===== src/rtl/kogge_stone_sub_32_pipe_if.sv =====
`default_nettype none
// ============================================================================
// Module   : kogge_stone_sub_32_pipe_if
// Brief    : Operand/result valid-ready bundle for the pipelined Kogge-Stone
//            subtractor. Flag signals exist only when KS_SUB_FLAGS_EN is defined.
// Revision : 1.0 - initial release
// ============================================================================
interface kogge_stone_sub_32_pipe_if #(
    parameter int DATA_WIDTH = 32
);
    logic                  in_valid;
    logic                  in_ready;
    logic [DATA_WIDTH-1:0] A_reg;
    logic [DATA_WIDTH-1:0] B_reg;
    logic                  Bin_reg;
    logic                  out_valid;
    logic                  out_ready;
    logic [DATA_WIDTH:0]   D_reg;
`ifdef KS_SUB_FLAGS_EN
    logic                  zero_flag;
    logic                  ovf_flag;
`endif

    modport master (
        output in_valid, A_reg, B_reg, Bin_reg, out_ready,
        input  in_ready, out_valid, D_reg
`ifdef KS_SUB_FLAGS_EN
        , input zero_flag, ovf_flag
`endif
    );

    modport slave (
        input  in_valid, A_reg, B_reg, Bin_reg, out_ready,
        output in_ready, out_valid, D_reg
`ifdef KS_SUB_FLAGS_EN
        , output zero_flag, ovf_flag
`endif
    );
endinterface
`default_nettype wire


===== src/rtl/kogge_stone_sub_32_pipe.sv =====
`default_nettype none
// ============================================================================
// Module   : kogge_stone_sub_32_pipe
// Brief    : 3-stage pipelined Kogge-Stone subtractor, D = A + ~B + ~Bin with
//            valid/ready on both sides. Define KS_SUB_FLAGS_EN for zero/ovf flags.
// Revision : 1.0 - initial release
// ============================================================================
module kogge_stone_sub_32_pipe #(
    parameter int DATA_WIDTH   = 32,
    parameter int OUTPUT_WIDTH = DATA_WIDTH + 1
) (
    input wire logic                 CLK,
    input wire logic                 RST,
    kogge_stone_sub_32_pipe_if.slave bus
);
    localparam int c_levels    = $clog2(DATA_WIDTH);
    localparam int c_s2_levels = (c_levels + 1) / 2;

    logic                    w_en;
    logic                    r_s1_valid;
    logic [DATA_WIDTH-1:0]   r_s1_a;
    logic [DATA_WIDTH-1:0]   r_s1_bn;
    logic                    r_s1_cin;
    logic                    r_s2_valid;
    logic [DATA_WIDTH-1:0]   r_s2_g;
    logic [DATA_WIDTH-1:0]   r_s2_p;
    logic [DATA_WIDTH-1:0]   r_s2_p0;
    logic                    r_s2_cin;
    logic                    r_out_valid;
    logic [OUTPUT_WIDTH-1:0] r_d;
    logic [DATA_WIDTH-1:0]   w_c;
    logic [DATA_WIDTH-1:0]   w_diff;
    logic [DATA_WIDTH-1:0]   w_g [0:c_levels];
    logic [DATA_WIDTH-1:0]   w_p [0:c_levels-1];
`ifdef KS_SUB_FLAGS_EN
    logic                    r_s2_a_msb;
    logic                    r_s2_b_msb;
    logic                    r_zero;
    logic                    r_ovf;
`endif

    // The whole pipe moves in lockstep; reset forces acceptance so nothing back-pressures.
    assign w_en         = !r_out_valid || bus.out_ready;
    assign bus.in_ready = RST || w_en;

    // Carry-in folded into bit-0 generate, so group generate G[0:i] is carry c[i].
    assign w_p[0] = r_s1_a ^ r_s1_bn;
    assign w_g[0] = (r_s1_a & r_s1_bn) | DATA_WIDTH'(w_p[0][0] & r_s1_cin);

    for (genvar k = 1; k <= c_levels; k++) begin : g_level
        localparam int c_dist = 1 << (k - 1);
        logic [DATA_WIDTH-1:0] w_gin;
        logic [DATA_WIDTH-1:0] w_pin;

        if (k == c_s2_levels + 1) begin : g_from_reg
            assign w_gin = r_s2_g;
            assign w_pin = r_s2_p;
        end else begin : g_from_comb
            assign w_gin = w_g[k-1];
            assign w_pin = w_p[k-1];
        end

        assign w_g[k] = w_gin | (w_pin & (w_gin << c_dist));

        if (k < c_levels) begin : g_prop
            assign w_p[k] = w_pin & ((w_pin << c_dist) |
                                     DATA_WIDTH'((64'd1 << c_dist) - 64'd1));
        end
    end

    assign w_c    = w_g[c_levels];
    assign w_diff = r_s2_p0 ^ {w_c[DATA_WIDTH-2:0], r_s2_cin};

    always_ff @(posedge CLK) begin
        if (RST) begin
            r_s1_valid  <= 1'b0;
            r_s1_a      <= '0;
            r_s1_bn     <= '0;
            r_s1_cin    <= 1'b0;
            r_s2_valid  <= 1'b0;
            r_s2_g      <= '0;
            r_s2_p      <= '0;
            r_s2_p0     <= '0;
            r_s2_cin    <= 1'b0;
            r_out_valid <= 1'b0;
            r_d         <= '0;
`ifdef KS_SUB_FLAGS_EN
            r_s2_a_msb  <= 1'b0;
            r_s2_b_msb  <= 1'b0;
            r_zero      <= 1'b0;
            r_ovf       <= 1'b0;
`endif
        end else if (w_en) begin
            r_s1_valid  <= bus.in_valid;
            r_s1_a      <= bus.A_reg;
            r_s1_bn     <= ~bus.B_reg;
            r_s1_cin    <= ~bus.Bin_reg;
            r_s2_valid  <= r_s1_valid;
            r_s2_g      <= w_g[c_s2_levels];
            r_s2_p      <= w_p[c_s2_levels];
            r_s2_p0     <= w_p[0];
            r_s2_cin    <= r_s1_cin;
            r_out_valid <= r_s2_valid;
            r_d         <= {~w_c[DATA_WIDTH-1], w_diff};
`ifdef KS_SUB_FLAGS_EN
            r_s2_a_msb  <= r_s1_a[DATA_WIDTH-1];
            r_s2_b_msb  <= ~r_s1_bn[DATA_WIDTH-1];
            r_zero      <= (w_diff == '0);
            r_ovf       <= (r_s2_a_msb ^ r_s2_b_msb) & (r_s2_a_msb ^ w_diff[DATA_WIDTH-1]);
`endif
        end
    end

    assign bus.out_valid = r_out_valid;
    assign bus.D_reg     = r_d;
`ifdef KS_SUB_FLAGS_EN
    assign bus.zero_flag = r_zero;
    assign bus.ovf_flag  = r_ovf;
`endif
endmodule
`default_nettype wire


===== src/flat_wrapper.sv =====
// flat-port wrapper written by rule: the top's interface ports become plain ports
module kogge_stone_sub_32_pipe_flat 
#(
    parameter int DATA_WIDTH   = 32,
    parameter int OUTPUT_WIDTH = DATA_WIDTH + 1
)
  (CLK, RST, bus_in_valid, bus_A_reg, bus_B_reg, bus_Bin_reg, bus_out_ready, bus_in_ready, bus_out_valid, bus_D_reg);
  kogge_stone_sub_32_pipe_if #(.DATA_WIDTH(DATA_WIDTH)) bus_i ();
  input wire logic CLK;
  input wire logic RST;
  input wire logic [$bits(bus_i.in_valid)-1:0] bus_in_valid;
  input wire logic [$bits(bus_i.A_reg)-1:0] bus_A_reg;
  input wire logic [$bits(bus_i.B_reg)-1:0] bus_B_reg;
  input wire logic [$bits(bus_i.Bin_reg)-1:0] bus_Bin_reg;
  input wire logic [$bits(bus_i.out_ready)-1:0] bus_out_ready;
  output wire logic [$bits(bus_i.in_ready)-1:0] bus_in_ready;
  output wire logic [$bits(bus_i.out_valid)-1:0] bus_out_valid;
  output wire logic [$bits(bus_i.D_reg)-1:0] bus_D_reg;
  assign bus_i.in_valid = bus_in_valid;
  assign bus_i.A_reg = bus_A_reg;
  assign bus_i.B_reg = bus_B_reg;
  assign bus_i.Bin_reg = bus_Bin_reg;
  assign bus_i.out_ready = bus_out_ready;
  assign bus_in_ready = bus_i.in_ready;
  assign bus_out_valid = bus_i.out_valid;
  assign bus_D_reg = bus_i.D_reg;
  kogge_stone_sub_32_pipe #(.DATA_WIDTH(DATA_WIDTH), .OUTPUT_WIDTH(OUTPUT_WIDTH)) u_core (.CLK(CLK), .RST(RST), .bus(bus_i));
endmodule

===== config.mk =====
export PLATFORM = sky130hd
export DESIGN_NAME = kogge_stone_sub_32_pipe_flat
export DESIGN_NICKNAME = d
export VERILOG_FILES = /design/src/rtl/kogge_stone_sub_32_pipe_if.sv /design/src/rtl/kogge_stone_sub_32_pipe.sv /design/src/flat_wrapper.sv
export SDC_FILE = /design/constraint.sdc
export NUM_CORES = 1
export LEC_CHECK = 0
export BUFFER_PORTS_ARGS = -buffer_cell sky130_fd_sc_hd__buf_2
export CORE_ASPECT_RATIO = 1.25
export CORE_MARGIN = 5
export CORE_UTILIZATION = 40
export DETAILED_ROUTE_END_ITERATION = 16
export GPL_TIMING_DRIVEN = 1
export PLACE_DENSITY = 0.6
export SLEW_MARGIN = 10
export SYNTH_ARGS = -nofsm -noshare
export SYNTH_HDL_FRONTEND = slang
export SYNTH_SLANG_ARGS = --single-unit

===== constraint.sdc =====
create_clock -name CLK -period 2.09 [get_ports CLK]
set_clock_uncertainty 0.05 [all_clocks]
set_input_delay 0.1045 -clock CLK [delete_from_list [all_inputs] [get_ports CLK]]
set_output_delay 0.1045 -clock CLK [all_outputs]
set_load 0.02 [all_outputs]

### After elaboration in Yosys (flattened, before gate mapping)

Index checks and enable logic that the tools add are counted.

| cells by class | value |
|---|---|
| bitwise logic cells | 22 |
| reduce and logical (&&, ||, !) cells | 3 |

Operators by type and width:

| cell | count |
|---|---|
| 32-bit bitwise AND | 10 |
| 32-bit OR | 6 |
| 32-bit XOR | 2 |
| 32-bit NOT | 1 |
| 1-bit logical OR | 2 |
| 1-bit NOT | 2 |
| 1-bit bitwise AND | 1 |
| 1-bit logical NOT | 1 |

| storage, ports and cells | value |
|---|---|
| register bits after elaboration | 198 |
| bits of input ports | 69 |
| word-level logic and storage cells | 36 |

### Depth between registers and ports, before layout

Gate-level depths: netlist of the first run.

| logic depth | value |
|---|---|
| word-level depth | 9 |
| gate-level depth with buffers | 7 |
| mapped depth without buffers | 5 |

### Worst setup path after synthesis of the first run

Ideal clock, no wire load.

| timing | value |
|---|---|
| path type | reg-to-reg |
| start point | register u_core.r_s1_bn[23] |
| end point | register u_core.r_s2_p[28], in the netlist u_core.g_level[4].w_pin[28] |
| setup time | 0.065 ns |
| arrival time | 1.393 ns |
| required time | 1.975 ns |
| path slack | 0.582 ns |
| cell stages (with the launch flop) | 6 |
| clock period less this slack | 1.508 ns |
| cells stage by stage | dfxtp_1 ha_1 nand2_1 or3_4 o31a_1 nor2_1 |

| on the way | value |
|---|---|
| cells in the longest elaborated chain, start to end | 4 |

RTL lines:

| item | line | source |
|---|---|---|
| start, declared | kogge_stone_sub_32_pipe.sv:22 | `logic [DATA_WIDTH-1:0] r_s1_bn;` |
| start signal, assigned | kogge_stone_sub_32_pipe.sv:96 | `r_s1_bn <= ~bus.B_reg;` |
| 32-bit XOR | kogge_stone_sub_32_pipe.sv:47 | `assign w_p[0] = r_s1_a ^ r_s1_bn;` |
| named net u_core.g_level[1].w_pin[23] | kogge_stone_sub_32_pipe.sv:53 | `logic [DATA_WIDTH-1:0] w_pin;` |
| 32-bit bitwise AND (3 in series) | kogge_stone_sub_32_pipe.sv:66 | `assign w_p[k] = w_pin & ((w_pin << c_dist) \|` |
| end signal, assigned | kogge_stone_sub_32_pipe.sv:100 | `r_s2_p <= w_p[c_s2_levels];` |
| end, declared | kogge_stone_sub_32_pipe.sv:26 | `logic [DATA_WIDTH-1:0] r_s2_p;` |

The timed path passes the listed nets, and every way through them passes these cells.
A chain may end at the register's enable or synchronous reset.

### Final worst setup path of the first run

| timing | value |
|---|---|
| start point | register u_core.r_out_valid, in the netlist u_core.bus.out_valid |
| end point | output port bus_in_ready |

| on the way | value |
|---|---|
| cells in the longest elaborated chain, start to end | 3 |

RTL lines:

| item | line | source |
|---|---|---|
| start, declared | kogge_stone_sub_32_pipe.sv:29 | `logic r_out_valid;` |
| start signal, assigned | kogge_stone_sub_32_pipe.sv:103 | `r_out_valid <= r_s2_valid;` |
| 1-bit logical NOT | kogge_stone_sub_32_pipe.sv:43 | `assign w_en = !r_out_valid \|\| bus.out_ready;` |
| 1-bit logical OR | kogge_stone_sub_32_pipe.sv:43 |  |
| 1-bit logical OR | kogge_stone_sub_32_pipe.sv:44 | `assign bus.in_ready = RST \|\| w_en;` |
| end, declared | flat_wrapper.sv:16 | `output wire logic [$bits(bus_i.in_ready)-1:0] bus_in_ready;` |

Every way passes these cells.

==> results of run 1 <==
## power groups by stage
stage                     Clock [mW]  Combinational (mW)  Sequential (mW)
after global routing            3.41                1.21             3.99
after floorplan                    0               0.596             4.08
after detailed placement           0               0.990             4.05
final                           3.19                1.09             3.96
after global placement             0               0.988             4.04
after CTS                       3.24                1.09             3.96
## worst max-delay path, delay by kind of cell, from the launching register on
family        cells  cell delay, ns
flops             1            0.41
buf+inv           2            0.51
simple gates      2            0.42
## per-stage QoR
step	area [sq um]	power [mW]	worst slack (ns)
floorplan	8410	4.67	0.582
global placement	9150	5.03	0.293
detailed placement	9150	5.04	0.311
CTS	10400	8.29	0.0478
global route	10400	8.61	0.0715
finish	10400	8.24	0.142
## logic make-up (layout without fill, tap and decap cells)
logic type | count (synthesis) | in the layout | share of synthesized area, %
mux | 15 | 15 | 1.78
flops | 190 | 190 | 45.2
compound gates | 297 | 297 | 21.1
fa+ha+maj | 32 | 32 | 4.76
buf+inv | 79 | 235 | 4.66
simple gates | 399 | 399 | 20.7
xor+xnor | 17 | 17 | 1.77
## synth_stat cells (all sizes together) (2+ instances only)
| library cell | n | area (sq um) |
|---|---|---|
| nand2 | 228 | 856 |
| dfxtp | 190 | 3800 |
| a21oi | 136 | 681 |
| nor2 | 78 | 300 |
| buf | 55 | 302 |
| o21ai | 53 | 265 |
| a211oi | 45 | 338 |
| ha | 32 | 400 |
| nor3 | 25 | 125 |
| nand3 | 18 | 90.1 |
| xnor2 | 16 | 140 |
| mux2i | 15 | 150 |
| nor4b | 14 | 123 |
| clkbuf | 12 | 45.0 |
| inv | 11 | 41.3 |
| o21bai | 10 | 75.1 |
| a31oi | 9 | 56.3 |
| nand2b | 9 | 56.3 |
| o311ai | 8 | 70.1 |
| nand4 | 7 | 43.8 |
| a21o | 5 | 37.5 |
| nor2b | 5 | 38.8 |
| o22ai | 5 | 31.3 |
| o32ai | 5 | 43.8 |
| a22oi | 4 | 30.0 |
| and3 | 4 | 25.0 |
| o21a | 4 | 30.0 |
| a22o | 3 | 26.3 |
| nand3b | 2 | 15.0 |
| nor4 | 2 | 12.5 |
| o211ai | 2 | 15.0 |
| o31ai | 2 | 15.0 |
| or3 | 2 | 17.5 |
## area by class of cell
| type | instances | area [sq um] | share of cell area, % |
|---|---|---|---|
| tap | 274 | 343 | 3.30 |
| sequential | 190 | 3800 | 36.6 |
| inverter | 12 | 48.8 | 0.469 |
| clock inverter | 15 | 156 | 1.50 |
| multi-input combinational | 760 | 4220 | 40.6 |
| clock buffer | 17 | 425 | 4.09 |
| timing repair buffer | 191 | 1400 | 13.4 |
## what timing repair did
action,CTS,global route
hold endpoints to repair,66,0
buffers inserted,0,0
gates resized for setup,0,1
hold buffers,66,0
setup endpoints to repair,0,1
## worst max-delay path by stage
stage | end | slack (ns)
finish | bus_in_ready | 0.14
CTS | bus_in_ready | 0.05
floorplan | u_core.g_level[4].w_pin[28] | 0.58
global route | bus_in_ready | 0.07
global placement | u_core.g_level[4].w_gin[18] | 0.29
detailed placement | u_core.g_level[4].w_gin[7] | 0.31
## per-layer routing
metal	up-vias	global-route usage (%)	wire length, microns
li1	3906	-	-
met5	-	0	0
met3	32	4.40	1550
met2	262	30.8	10600
met4	0	6.70	625
met1	3536	28.2	11200
==> results.sh, run 1 <==
export IMPL_synth_nets=1130
export IMPL_worst_endpoint_arrival_ns=1.79
export IMPL_setup_violations=0
export IMPL_largest_reg_flops=33
export IMPL_maxSlewHeadroom_pct=60.1
export IMPL_synth_edff_count=0
export IMPL_ios=104
export IMPL_synth_cell_types=52
export IMPL_antenna_found_initial=0
export IMPL_route_detailed_drc=0
export IMPL_combPwrFrac_pct=13.3
export IMPL_grt_usage_pct=20.1
export IMPL_yosys_register_bits=190
export IMPL_crit_chain="nand2b_4 > nor2_4 > clkinvlp_4 > buf_2"
export IMPL_fin_crit_ns=1.95
export IMPL_nFillCells=2032
export IMPL_leakagePower_nw=4.22
export IMPL_cp_startpoint="u_core.bus.out_valid"
export IMPL_hp_class="in2reg"
export IMPL_r2r_start="u_core.r_s1_bn[0]"
export IMPL_area_delta_synth_final_pct=23.6
export IMPL_yosysSeqAreaShare_pct=45.2
export IMPL_drt_iter0_markers=513
export IMPL_critPathLaunchType="register"
export IMPL_crit_path_end_kind="output port"
export IMPL_required_ns=1.94
export IMPL_start_util_pct=40.6
export IMPL_n_antenna_cell=0
export IMPL_wl_per_cell_microns=16.5
export IMPL_die_h_microns=172
export IMPL_final_common_cell="nand2_1"
export IMPL_power_switching_mw=2.37
export IMPL_p_int_mw=5.87
export IMPL_worst_slew_pin_slew_ns=0.594
export IMPL_viasPerCell=5.30
export IMPL_die_w_microns=140
export IMPL_synth_warnings=0
export IMPL_timing_rr_end="u_core.g_level[4].w_gin[7]"
export IMPL_hold_viol=0
export IMPL_fmaxAchievable_mhz=513
export IMPL_holdPathEnd="u_core.g_level[4].w_pin[27]"
export IMPL_drive_gt1_share_pct=13.9
export IMPL_overflow=0
export IMPL_ant_nets=0
export IMPL_synthCells=1029
export IMPL_clock_path_buffers=2
export IMPL_path_max_fanout=21
export IMPL_vias=7736
export IMPL_port_buffers=103
export IMPL_hpwl_microns=17100
export IMPL_htree_levels=4
export IMPL_r2r_cells=5
export IMPL_p_clk_share_pct=38.7
export IMPL_power_density_nw_per_um2=793
export IMPL_final_cells=1459
export IMPL_cts_tree="yes"
export IMPL_finalWeightedCongestion=0.937
export IMPL_hold_depth=2
export IMPL_core_sq_um=20700
export IMPL_nets=1273
export IMPL_run_status="completed"
export IMPL_wl_microns=24000
export IMPL_clkSlewWorstSetupHoldPaths_ns=0.08
export IMPL_dr_pass1_iters=5
export IMPL_die_area_sq_um=24000
export IMPL_path_class="reg2out"
export IMPL_numCtsBuffers=17
export IMPL_cpMaxStageDelayCell="dfxtp_1"
export IMPL_clkLatencyLatePin_ns=0.44
export IMPL_dp_cells=1361
export IMPL_worstHoldStart="RST"
export IMPL_syn_area_per_cell_sq_um=8.17
export IMPL_cp_slowest_stage_delay_ns=0.41
export IMPL_rsz0062_at_grt="no"
export IMPL_slew_viol_final=0
export IMPL_root_buffer="clkbuf_16"
export IMPL_syn_area_sq_um=8410
export IMPL_finish_utilization_pct=50.1
export IMPL_grt_max_degree=60
export IMPL_fin_setup_tns_ns=0
export IMPL_period_share_pct=93.2
export IMPL_reg2reg_slack_ns=0.27
export IMPL_synth_async_reset_ratio_pct=0
export IMPL_whs_ns=0.0242
export IMPL_ir_drop_v=0.000580
export IMPL_ys_flop_type="dfxtp_1"
export IMPL_grt_pass1_wl_microns=38600
export IMPL_layout_common_cells="228 x nand2_1, 190 x dfxtp_1, 136 x a21oi_1"
export IMPL_maxCapViolCount=0
export IMPL_cts_sinks=190
export IMPL_num_rows=59
export IMPL_seqPwrFrac_pct=48.1
export IMPL_switching_share_pct=28.7
export IMPL_grt_pass1_vias=7245
(Power assumes the default switching activity.)
==> inputs of run 2 (changes only) <==
- CORE_UTILIZATION: 40 -> 58
- PLACE_DENSITY: 0.6 -> 0.81
==> run 2 against run 1 <==
Critical path depth is the same; clock-buffer cell count increased by 2; die area shrank 29%; combinational power about the same; clock power grew 5%; critical path type unchanged; largest cell class unchanged; highest routed layer unchanged.
==> results.sh, run 2 (synthesis results as in run 1) <==
export IMPL_overflow=0
export IMPL_fin_crit_ns=1.95
export IMPL_htree_levels=4
export IMPL_core_sq_um=14300
export IMPL_leakagePower_nw=4.22
export IMPL_wl_microns=23700
export IMPL_hp_class="in2reg"
export IMPL_viasPerCell=5.91
export IMPL_num_rows=49
export IMPL_period_share_pct=93.2
export IMPL_grt_pass1_wl_microns=37700
export IMPL_run_status="completed"
export IMPL_cp_num_cells=4
export IMPL_start_util_pct=58.6
export IMPL_wl_per_cell_microns=17.5
export IMPL_grt_pass1_vias=7488
export IMPL_r2r_cells=5
export IMPL_place_area_sq_um=8990
export IMPL_vias=8036
export IMPL_cp_startpoint="u_core.bus.out_valid"
export IMPL_drive_gt1_share_pct=13.6
export IMPL_crit_path_end_kind="output port"
export IMPL_crit_family="flip-flops"
export IMPL_setup_violations=0
export IMPL_clock_path_buffers=2
export IMPL_crit_chain="nand2b_4 > nor2_4 > clkinv_2 > buf_2"
export IMPL_stdcell_area_sq_um=10300
export IMPL_grt_usage_pct=27.4
export IMPL_post_cts_buffers=0
export IMPL_hold_viol=0
export IMPL_ir_drop_v=0.000559
export IMPL_finalWeightedCongestion=1.05
export IMPL_ios=104
export IMPL_port_buffers=103
export IMPL_reg2reg_slack_ns=0.19
export IMPL_cp_slowest_stage_delay_ns=0.48
export IMPL_route_detailed_drc=0
export IMPL_slew_viol_final=0
export IMPL_cts_tree="yes"
export IMPL_critPathLaunchType="register"
export IMPL_nets=1269
export IMPL_path_max_fanout=23
export IMPL_cp_num_buf_inv=2
export IMPL_post_place_ws_ns=0.363
export IMPL_maxSlewHeadroom_pct=60.8
export IMPL_regArea_sq_um=3800
export IMPL_die_area_sq_um=17000
export IMPL_grt_max_degree=69
export IMPL_root_buffer="clkbuf_16"
export IMPL_cts_sinks=190
export IMPL_n_antenna_cell=0
export IMPL_die_w_microns=118
export IMPL_r2r_start="u_core.r_s1_a[17]"
export IMPL_setup_slack_ns=0.143
export IMPL_die_h_microns=145
export IMPL_hold_depth=2
export IMPL_fin_setup_tns_ns=0
export IMPL_maxCapViolCount=0
export IMPL_path_class="reg2out"
export IMPL_clkLatencyLatePin_ns=0.44
export IMPL_rsz0062_at_grt="no"
export IMPL_worst_endpoint_arrival_ns=1.79
export IMPL_cpMaxStageDelayCell="dfxtp_1"
export IMPL_worstHoldStart="RST"
export IMPL_power_density_nw_per_um2=819
export IMPL_multiInputGateArea_sq_um=4230
export IMPL_antenna_found_initial=0
export IMPL_hpwl_microns=15700
export IMPL_worst_slew_pin_slew_ns=0.582
export IMPL_required_ns=1.94
export IMPL_largest_reg_flops=33
export IMPL_nFillCells=1094
export IMPL_dr_pass1_iters=6
export IMPL_final_common_cell="nand2_1"
export IMPL_clkSlewWorstSetupHoldPaths_ns=0.07
export IMPL_area_delta_synth_final_pct=22.2
export IMPL_fmaxAchievable_mhz=514
export IMPL_drt_iter0_markers=1030
export IMPL_numCtsBuffers=17
export IMPL_layout_common_cells="228 x nand2_1, 190 x dfxtp_1, 136 x a21oi_1"
export IMPL_ant_nets=0
[run 2: changes by cell type in the layout (fill, tap and decap cells not counted), sizes merged]
cell	before	now
bufinv	0	3
buf	125	120
clkbuf	17	19
clkinv	6	5
nand2b	9	10
inv	16	12
[run 2: layer usage]
metal / GRT usage [%] / vias up / routed length [microns]
met1: 36.5 / 3685 / 9980
met4: 11.3 / 0 / 702
met5: 0 / - / 0
met3: 6.53 / 71 / 2280
li1: - / 3895 / -
met2: 43.0 / 385 / 10800
[run 2: area by class of cell]
cell class / count / share of cell area (%)
Clock buffer: 19 / 4.41
Timing Repair Buffer: 186 / 13.2
Clock inverter: 13 / 1.59
Sequential cell: 190 / 37.0
Multi-Input combinational cell: 761 / 41.2
Tap cell: 178 / 2.17
Inverter: 12 / 0.450
[run 2: repair_timing]
action | 4_1_cts | 5_1_grt
endpoints found under the setup margin | 1 | 0
hold endpoints to repair | 66 | 0
hold buffers | 66 | 0
gates resized for setup | 1 | 0
[run 2: path summary, 6_finish.rpt]
path	to
max	bus_in_ready
min	u_core.g_level[4].w_pin[10]
max reg2reg	u_core.g_level[4].w_gin[23]
min reg2reg	u_core.bus.D_reg[11]
[run 2: stage by stage]
stage / hold slack, ns / total power, mW / cells / utilization (%)
2_1_floorplan: 0.150 / 4.67 / 1029 / -
3_3_place_gp: 0.233 / 4.99 / 1260 / 62.7
3_5_place_dp: 0.238 / 5.01 / 1260 / 62.7
4_1_cts: 0.0315 / 8.41 / 1359 / 71.6
5_1_grt: 0.0693 / 8.72 / 1359 / 71.6
6_report: 0.0669 / 8.42 / 1359 / 71.6
[run 2: worst register-to-register path: stages (launching register included)]
cell and delay (ns):
dfxtp_1 0.32, ha_1 0.39, a21oi_1 0.14, o21ai_0 0.51
nand4_1 0.21, a31oi_1 0.21
[run 2: power by group]
| group | internal, mW | total (mW) | leakage (nW) | switching, mW |
|---|---|---|---|---|
| combinational | 0.454 | 1.10 | 2.37 | 0.645 |
| sequential | 3.83 | 3.97 | 1.56 | 0.138 |
| clock | 1.95 | 3.35 | 0.288 | 1.41 |
| total | 6.23 | 8.42 | 4.22 | 2.19 |
